[src/rtl/keypad_scanner.sv]
// 4x4 matrix keypad scanner: active-low column drive, 2-flop row sync, per-scan debounce, 0-F key code.
// Define KEYPAD_REPEAT_EN to re-pulse key_valid every REPEAT_SCANS scans while a key stays held.
module keypad_scanner #(
  parameter int SCAN_DIV       = 5000,
  parameter int DEBOUNCE_SCANS = 4,
  parameter int REPEAT_SCANS   = 50
) (
  input  logic       clk,
  input  logic       clr,
  input  logic [3:0] row,
  output logic [3:0] col,
  output logic [3:0] key_code,
  output logic       key_valid,
  output logic       key_held
);
  localparam int         PW  = $clog2(SCAN_DIV);
  localparam logic [3:0] DEB = 4'(DEBOUNCE_SCANS);

  if (SCAN_DIV < 4 || DEBOUNCE_SCANS < 1 || DEBOUNCE_SCANS > 15 || REPEAT_SCANS < 1) begin : g_bad_params
    $error("keypad_scanner: parameter out of range");
  end

  typedef enum logic [1:0] {S_IDLE, S_CONFIRM, S_HELD, S_RELEASE} state_e;

  logic [3:0]    row_s1_q, row_s2_q;
  logic [PW-1:0] presc_q, presc_d;
  logic [1:0]    idx_q, idx_d;
  logic [15:0]   hits_q, hits_d, cur_hits;
  logic          tick, eos, single, accept;
  logic [4:0]    n_hits;
  logic [3:0]    hit_idx, scan_key;
  state_e        state_q, state_d;
  logic [3:0]    cnt_q, cnt_d, cand_q, cand_d, code_q, code_d;
  logic          valid_q, valid_d, held_q, held_d;
`ifdef KEYPAD_REPEAT_EN
  localparam int RW = $clog2(REPEAT_SCANS + 1);
  logic [RW-1:0] rep_q, rep_d;
`endif

  // Hit bit index is {row, column}.
  function automatic logic [3:0] keymap(input logic [3:0] idx);
    case (idx)
      4'd0:  keymap = 4'h1;  4'd1:  keymap = 4'h2;  4'd2:  keymap = 4'h3;  4'd3:  keymap = 4'hA;
      4'd4:  keymap = 4'h4;  4'd5:  keymap = 4'h5;  4'd6:  keymap = 4'h6;  4'd7:  keymap = 4'hB;
      4'd8:  keymap = 4'h7;  4'd9:  keymap = 4'h8;  4'd10: keymap = 4'h9;  4'd11: keymap = 4'hC;
      4'd12: keymap = 4'h0;  4'd13: keymap = 4'hF;  4'd14: keymap = 4'hE;  default: keymap = 4'hD;
    endcase
  endfunction

  always_comb begin
    tick     = (presc_q == PW'(SCAN_DIV - 1));
    eos      = tick && (idx_q == 2'd3);
    presc_d  = tick ? '0 : presc_q + PW'(1);
    idx_d    = tick ? idx_q + 2'd1 : idx_q;
    cur_hits = hits_q;
    for (int r = 0; r < 4; r++) cur_hits[{2'(r), idx_q}] = ~row_s2_q[r];
    hits_d   = tick ? cur_hits : hits_q;
    n_hits   = '0;
    hit_idx  = '0;
    for (int i = 0; i < 16; i++) begin
      if (cur_hits[i]) begin
        n_hits  = n_hits + 5'd1;
        hit_idx = 4'(i);
      end
    end
    single   = (n_hits == 5'd1);
    scan_key = keymap(hit_idx);
  end

  always_ff @(posedge clk) begin
    if (clr) begin
      row_s1_q <= 4'hF;
      row_s2_q <= 4'hF;
      presc_q  <= '0;
      idx_q    <= '0;
      hits_q   <= '0;
    end else begin
      row_s1_q <= row;
      row_s2_q <= row_s1_q;
      presc_q  <= presc_d;
      idx_q    <= idx_d;
      hits_q   <= hits_d;
    end
  end

  always_ff @(posedge clk) begin
    if (clr) begin
      state_q <= S_IDLE;
      cnt_q   <= '0;
      cand_q  <= '0;
      code_q  <= '0;
      valid_q <= 1'b0;
      held_q  <= 1'b0;
`ifdef KEYPAD_REPEAT_EN
      rep_q   <= '0;
`endif
    end else begin
      state_q <= state_d;
      cnt_q   <= cnt_d;
      cand_q  <= cand_d;
      code_q  <= code_d;
      valid_q <= valid_d;
      held_q  <= held_d;
`ifdef KEYPAD_REPEAT_EN
      rep_q   <= rep_d;
`endif
    end
  end

  // MULTI scans are deliberately treated like NONE: only !single matters.
  always_comb begin
    state_d = state_q;
    cnt_d   = cnt_q;
    cand_d  = cand_q;
    code_d  = code_q;
    valid_d = 1'b0;
    held_d  = held_q;
    accept  = 1'b0;
`ifdef KEYPAD_REPEAT_EN
    rep_d   = rep_q;
`endif
    if (eos) begin
      case (state_q)
        S_IDLE: begin
          if (single) begin
            cand_d  = scan_key;
            cnt_d   = 4'd1;
            state_d = S_CONFIRM;
            if (DEB == 4'd1) accept = 1'b1;
          end
        end
        S_CONFIRM: begin
          if (single && scan_key == cand_q) begin
            cnt_d = cnt_q + 4'd1;
            if (cnt_q + 4'd1 >= DEB) accept = 1'b1;
          end else begin
            state_d = S_IDLE;
            cnt_d   = '0;
          end
        end
        S_HELD: begin
          if (single && scan_key == cand_q) begin
`ifdef KEYPAD_REPEAT_EN
            if (rep_q == RW'(REPEAT_SCANS - 1)) begin
              valid_d = 1'b1;
              rep_d   = '0;
            end else begin
              rep_d = rep_q + RW'(1);
            end
`endif
          end else begin
            state_d = S_RELEASE;
            cnt_d   = single ? 4'd0 : 4'd1;
`ifdef KEYPAD_REPEAT_EN
            rep_d   = '0;
`endif
            if (!single && DEB == 4'd1) begin
              held_d  = 1'b0;
              state_d = S_IDLE;
              cnt_d   = '0;
            end
          end
        end
        S_RELEASE: begin
          if (!single) begin
            if (cnt_q + 4'd1 >= DEB) begin
              held_d  = 1'b0;
              state_d = S_IDLE;
              cnt_d   = '0;
            end else begin
              cnt_d = cnt_q + 4'd1;
            end
          end else if (scan_key == cand_q) begin
            state_d = S_HELD;
            cnt_d   = '0;
`ifdef KEYPAD_REPEAT_EN
            rep_d   = '0;
`endif
          end else begin
            cnt_d = '0;
          end
        end
        default: state_d = S_IDLE;
      endcase
      if (accept) begin
        code_d  = cand_d;
        valid_d = 1'b1;
        held_d  = 1'b1;
        state_d = S_HELD;
        cnt_d   = '0;
`ifdef KEYPAD_REPEAT_EN
        rep_d   = '0;
`endif
      end
    end
  end

  always_comb begin
    col       = ~(4'b0001 << idx_q);
    key_code  = code_q;
    key_valid = valid_q;
    key_held  = held_q;
  end
endmodule

[config.mk]
export PLATFORM = sky130hd
export DESIGN_NAME = keypad_scanner
export DESIGN_NICKNAME = d
export VERILOG_FILES = /design/src/rtl/keypad_scanner.sv
export SDC_FILE = /design/constraint.sdc
export NUM_CORES = 1
export LEC_CHECK = 0
export CORE_MARGIN = 1
export CORE_UTILIZATION = 50
export CTS_CLUSTER_DIAMETER = 120
export DETAILED_ROUTE_END_ITERATION = 12
export PLACE_DENSITY = 0.78
export SLEW_MARGIN = 30
export SYNTH_ARGS = -nofsm -noshare
export SYNTH_HDL_FRONTEND = slang
export SYNTH_SLANG_ARGS = --single-unit
[constraint.sdc]
create_clock -name clk -period 12.87 [get_ports clk]
set_input_delay 1.9305 -clock clk [delete_from_list [all_inputs] [get_ports clk]]
set_output_delay 1.9305 -clock clk [all_outputs]
set_load 0.01 [all_outputs]
==> flow_summary_export.csv <==
group,metric,value,unit
yosys,ys.flop_type,"dfxtp_1",
worst_hold_path,hold_depth,1,
timing,relSlewSlack,37.8,%
cts,clk_pin_slew_worst_paths,0.10,ns
worst_setup_path,r2r_slack,1.76,ns
timing,hold_viol,0,
worst_setup_path,cp-startpoint,"idx_q[1]",
yosys,seq_area_frac_synth,24.4,%
grt,overflow,0,
drt,wl_per_cell,14.4,um
drt,drt_iter0_drc,213,
worst_setup_path,cp-endpoint,"cnt_q[1]",
run,maxCapViolCount,0,
grt,first_global_vias,3630,
worst_setup_path,worstSetupEndpointType,"flip-flop",
worst_setup_path,cpMostUsedCell,"ha_1",
floorplan,num_rows,34,
grt,grt_usage,20.7,%
drt,met1_length,4590,um
power,powerDensity,65.1,mW/mm2
final_layout,drive_above_1_share,12.8,%
cts,numClockSinks,55,
drt,dr_wl_met3,439,um
cts,cts-root-buf,"clkbuf_8",
cts,cts_resized,0,
placement,routabilityCongestion,0.903,
timing,fmaxAchievable,90.0,MHz
cts,cts_buffer_depth,2,
power,ir_drop,0.0644,mV
placement,port_buffers,15,
timing,fin_skew,0.00653,ns
worst_setup_path,r2r-start,"idx_q[1]",
worst_setup_path,start_kind,"flip-flop",
final_layout,antenna_cells,0,
yosys,async_flop_share,0,%
worst_setup_path,slowest_delay,0.54,ns
yosys,syn_area,0.00452,mm2
grt,antenna_found_initial,0,
worst_hold_path,hold_path.class,"reg2reg",
cts,clk_latency,0.31,ns
drt,top_layer_used,"met4",
cts,cts_tree,"built",
final_layout,nNetsFinal,577,
worst_setup_path,critPathSlowestCell,"ha_1",
timing,timing.final.max_slew_violations,0,
yosys,synth_nets,573,
drt,drcViolationCount,0,
power,finalPower,314,uW
floorplan,start_util,51.8,%
drt,antenna_left,0,
drt,vias,3808,
worst_setup_path,crit_fanout,18,
timing,finalCritPeriodShare,86.3,%
worst_setup_path,critPathArrivalTime,11.32,ns
timing,max_slew.worst_pin.slew,0.933,ns
drt,via_per_inst,5.80,
cts,ctsHoldBuffers,0,
cts,cts_made_buffers,5,
yosys,syn_inst,544,
timing,final-setup-viol-count,0,
drt,wl,9480,um
yosys,synth-edff-count,0,
yosys,ys_ff_latch,55,
worst_setup_path,r2r_cells,50,
yosys,yosysWarnings,0,
floorplan,die_y,97.0,um
outcome,status,"finished, final reports clean",
cts,postCtsSetupBuffers,0,
yosys,avgSynthCellArea,8.30,um2
worst_setup_path,r2r_end,"cnt_q[1]",
cts,h-tree-depth,2,
placement,hpwl,7190,um
drt,drtPass1Iterations,5,
grt,grt_pass1_wl,16400,um
floorplan,die-area,0.00941,mm2
floorplan,num_io_pins,16,
grt,grt_max_degree,24,
worst_setup_path,crit_required,13.08,ns
final_layout,n_fill_cell,756,
final_layout,post-route-util,55.3,%
yosys,yosysUniqueCellTypes,83,
power,p_leak,0.00184,uW
final_layout,area_delta_synth_final,6.76,%
worst_setup_path,path_class,"reg2reg",
floorplan,core_area,0.00872,mm2
floorplan,die_x,97.0,um
timing,rsz0062_at_grt,"false",
timing,fin_setup_tns,0,ns
timing,min_period,11.11,ns
drt,wl_met2,4350,um
==> worst min path at each step <==
stage	slack, ns	endpoint	startpoint
4_1_cts	0.42	row_s2_q[2]	row_s1_q[2]
6_report	0.41	row_s2_q[2]	row_s1_q[2]
3_5_place_dp	0.39	row_s2_q[2]	row_s1_q[2]
3_3_place_gp	0.39	row_s2_q[1]	row_s1_q[1]
5_1_grt	0.44	row_s2_q[2]	row_s1_q[2]
2_1_floorplan	0.39	row_s2_q[0]	row_s1_q[0]
==> registers in the layout, summed over array words and instances (netlist names), 4 cells and up <==
| signal | cells |
|---|---|
| row_s1_q | 4 |
| cnt_q | 4 |
| presc_q | 13 |
| row_s2_q | 4 |
| key_code | 4 |
| hits_q | 16 |
| cand_q | 4 |
==> per-layer routing <==
metal  vias up  global-route usage (%)
li1       1917                       -
met3        11                    2.38
met5         -                       0
met1      1788                    28.7
met4         0                    5.97
met2        92                    33.7
==> worst max-delay path: cells and delay by family (launching register included) <==
kind | cells | cell delay (ns)
mux | 5 | 1.33
flops | 1 | 0.35
simple gates | 10 | 1.20
buf+inv | 4 | 0.33
xor+xnor | 1 | 0.25
compound gates | 15 | 3.12
fa+ha+maj | 15 | 4.43
==> synth_stat cells (3+ instances only) <==
| master | number | area share (%) |
|---|---|---|
| nor2_1 | 70 | 5.8 |
| dfxtp_1 | 55 | 24 |
| nand2_1 | 47 | 3.9 |
| a21oi_1 | 29 | 3.2 |
| xor2_1 | 28 | 5.4 |
| mux2i_1 | 25 | 5.5 |
| xnor2_1 | 25 | 4.8 |
| ha_1 | 23 | 6.4 |
| inv_1 | 23 | 1.9 |
| o21ai_0 | 18 | 2.0 |
| nand3_1 | 16 | 1.8 |
| nor3_1 | 14 | 1.6 |
| or2_2 | 14 | 1.9 |
| clkbuf_1 | 13 | 1.1 |
| a211oi_1 | 8 | 1.3 |
| nand2b_1 | 8 | 1.1 |
| xnor2_2 | 6 | 2.2 |
| and2_1 | 5 | 0.69 |
| a31oi_1 | 4 | 0.55 |
| buf_2 | 4 | 0.44 |
| mux2_2 | 4 | 1.0 |
| nand4_1 | 4 | 0.55 |
| o211ai_1 | 4 | 0.67 |
| o21a_1 | 4 | 0.67 |
| o21ai_1 | 4 | 0.44 |
| a21o_1 | 3 | 0.50 |
| a22oi_1 | 3 | 0.50 |
| and3_1 | 3 | 0.42 |
| buf_4 | 3 | 0.50 |
| o31ai_1 | 3 | 0.50 |
==> cell type report <==
| type | count | area [um2] | area share, % |
|---|---|---|---|
| clock buffer | 6 | 82.6 | 1.71 |
| clock inverter | 1 | 8.76 | 0.182 |
| inverter | 25 | 93.8 | 1.95 |
| multi-input combinational | 443 | 3230 | 66.9 |
| sequential | 55 | 1100 | 22.8 |
| tap | 108 | 135 | 2.80 |
| timing repair buffer | 18 | 173 | 3.58 |
==> power breakdown <==
part / internal, uW / switching (uW) / total [uW]
sequential: 172 / 2.33 / 174
combinational: 16.0 / 22.6 / 38.6
clock: 43.5 / 57.5 / 101
total: 232 / 82.4 / 314
==> per-stage QoR <==
step	std cells	worst slack, ns	instance area [um2]	hold WS, ns
3_3_place_gp	649	2.37	4730	0.392
6_report	656	1.76	4820	0.414
2_1_floorplan	544	2.97	4520	0.389
3_5_place_dp	649	1.86	4730	0.393
5_1_grt	656	0.944	4820	0.436
4_1_cts	656	1.83	4820	0.416
==> cell families after synthesis <==
group	synth area share (%)
xor+xnor	16.5
buf+inv	4.35
flops	24.4
simple gates	24.9
mux	6.79
compound gates	16.7
fa+ha+maj	6.37
==> cell usage in the layout, fill, tap and decap left out, types with 4 or more instances in the layout <==
master | synthesis | routed
inv_1 | 23 | 23
o21a_1 | 4 | 4
clkbuf_8 | 0 | 6
nand2_1 | 47 | 47
and2_1 | 5 | 5
nor2_1 | 70 | 70
a21oi_1 | 29 | 28
nand3_1 | 16 | 16
dfxtp_1 | 55 | 55
o21ai_1 | 4 | 4
mux2i_1 | 25 | 25
or2_2 | 14 | 14
nand4_1 | 4 | 4
o21ai_0 | 18 | 18
a211oi_1 | 8 | 8
nand2b_1 | 8 | 8
o211ai_1 | 4 | 4
nor3_1 | 14 | 13
ha_1 | 23 | 23
clkdlybuf4s50_1 | 0 | 15
xnor2_2 | 6 | 6
a31oi_1 | 4 | 4
mux2_2 | 4 | 4
xnor2_1 | 25 | 25
xor2_1 | 28 | 28
Note: power is estimated with default switching activity, not from simulation.
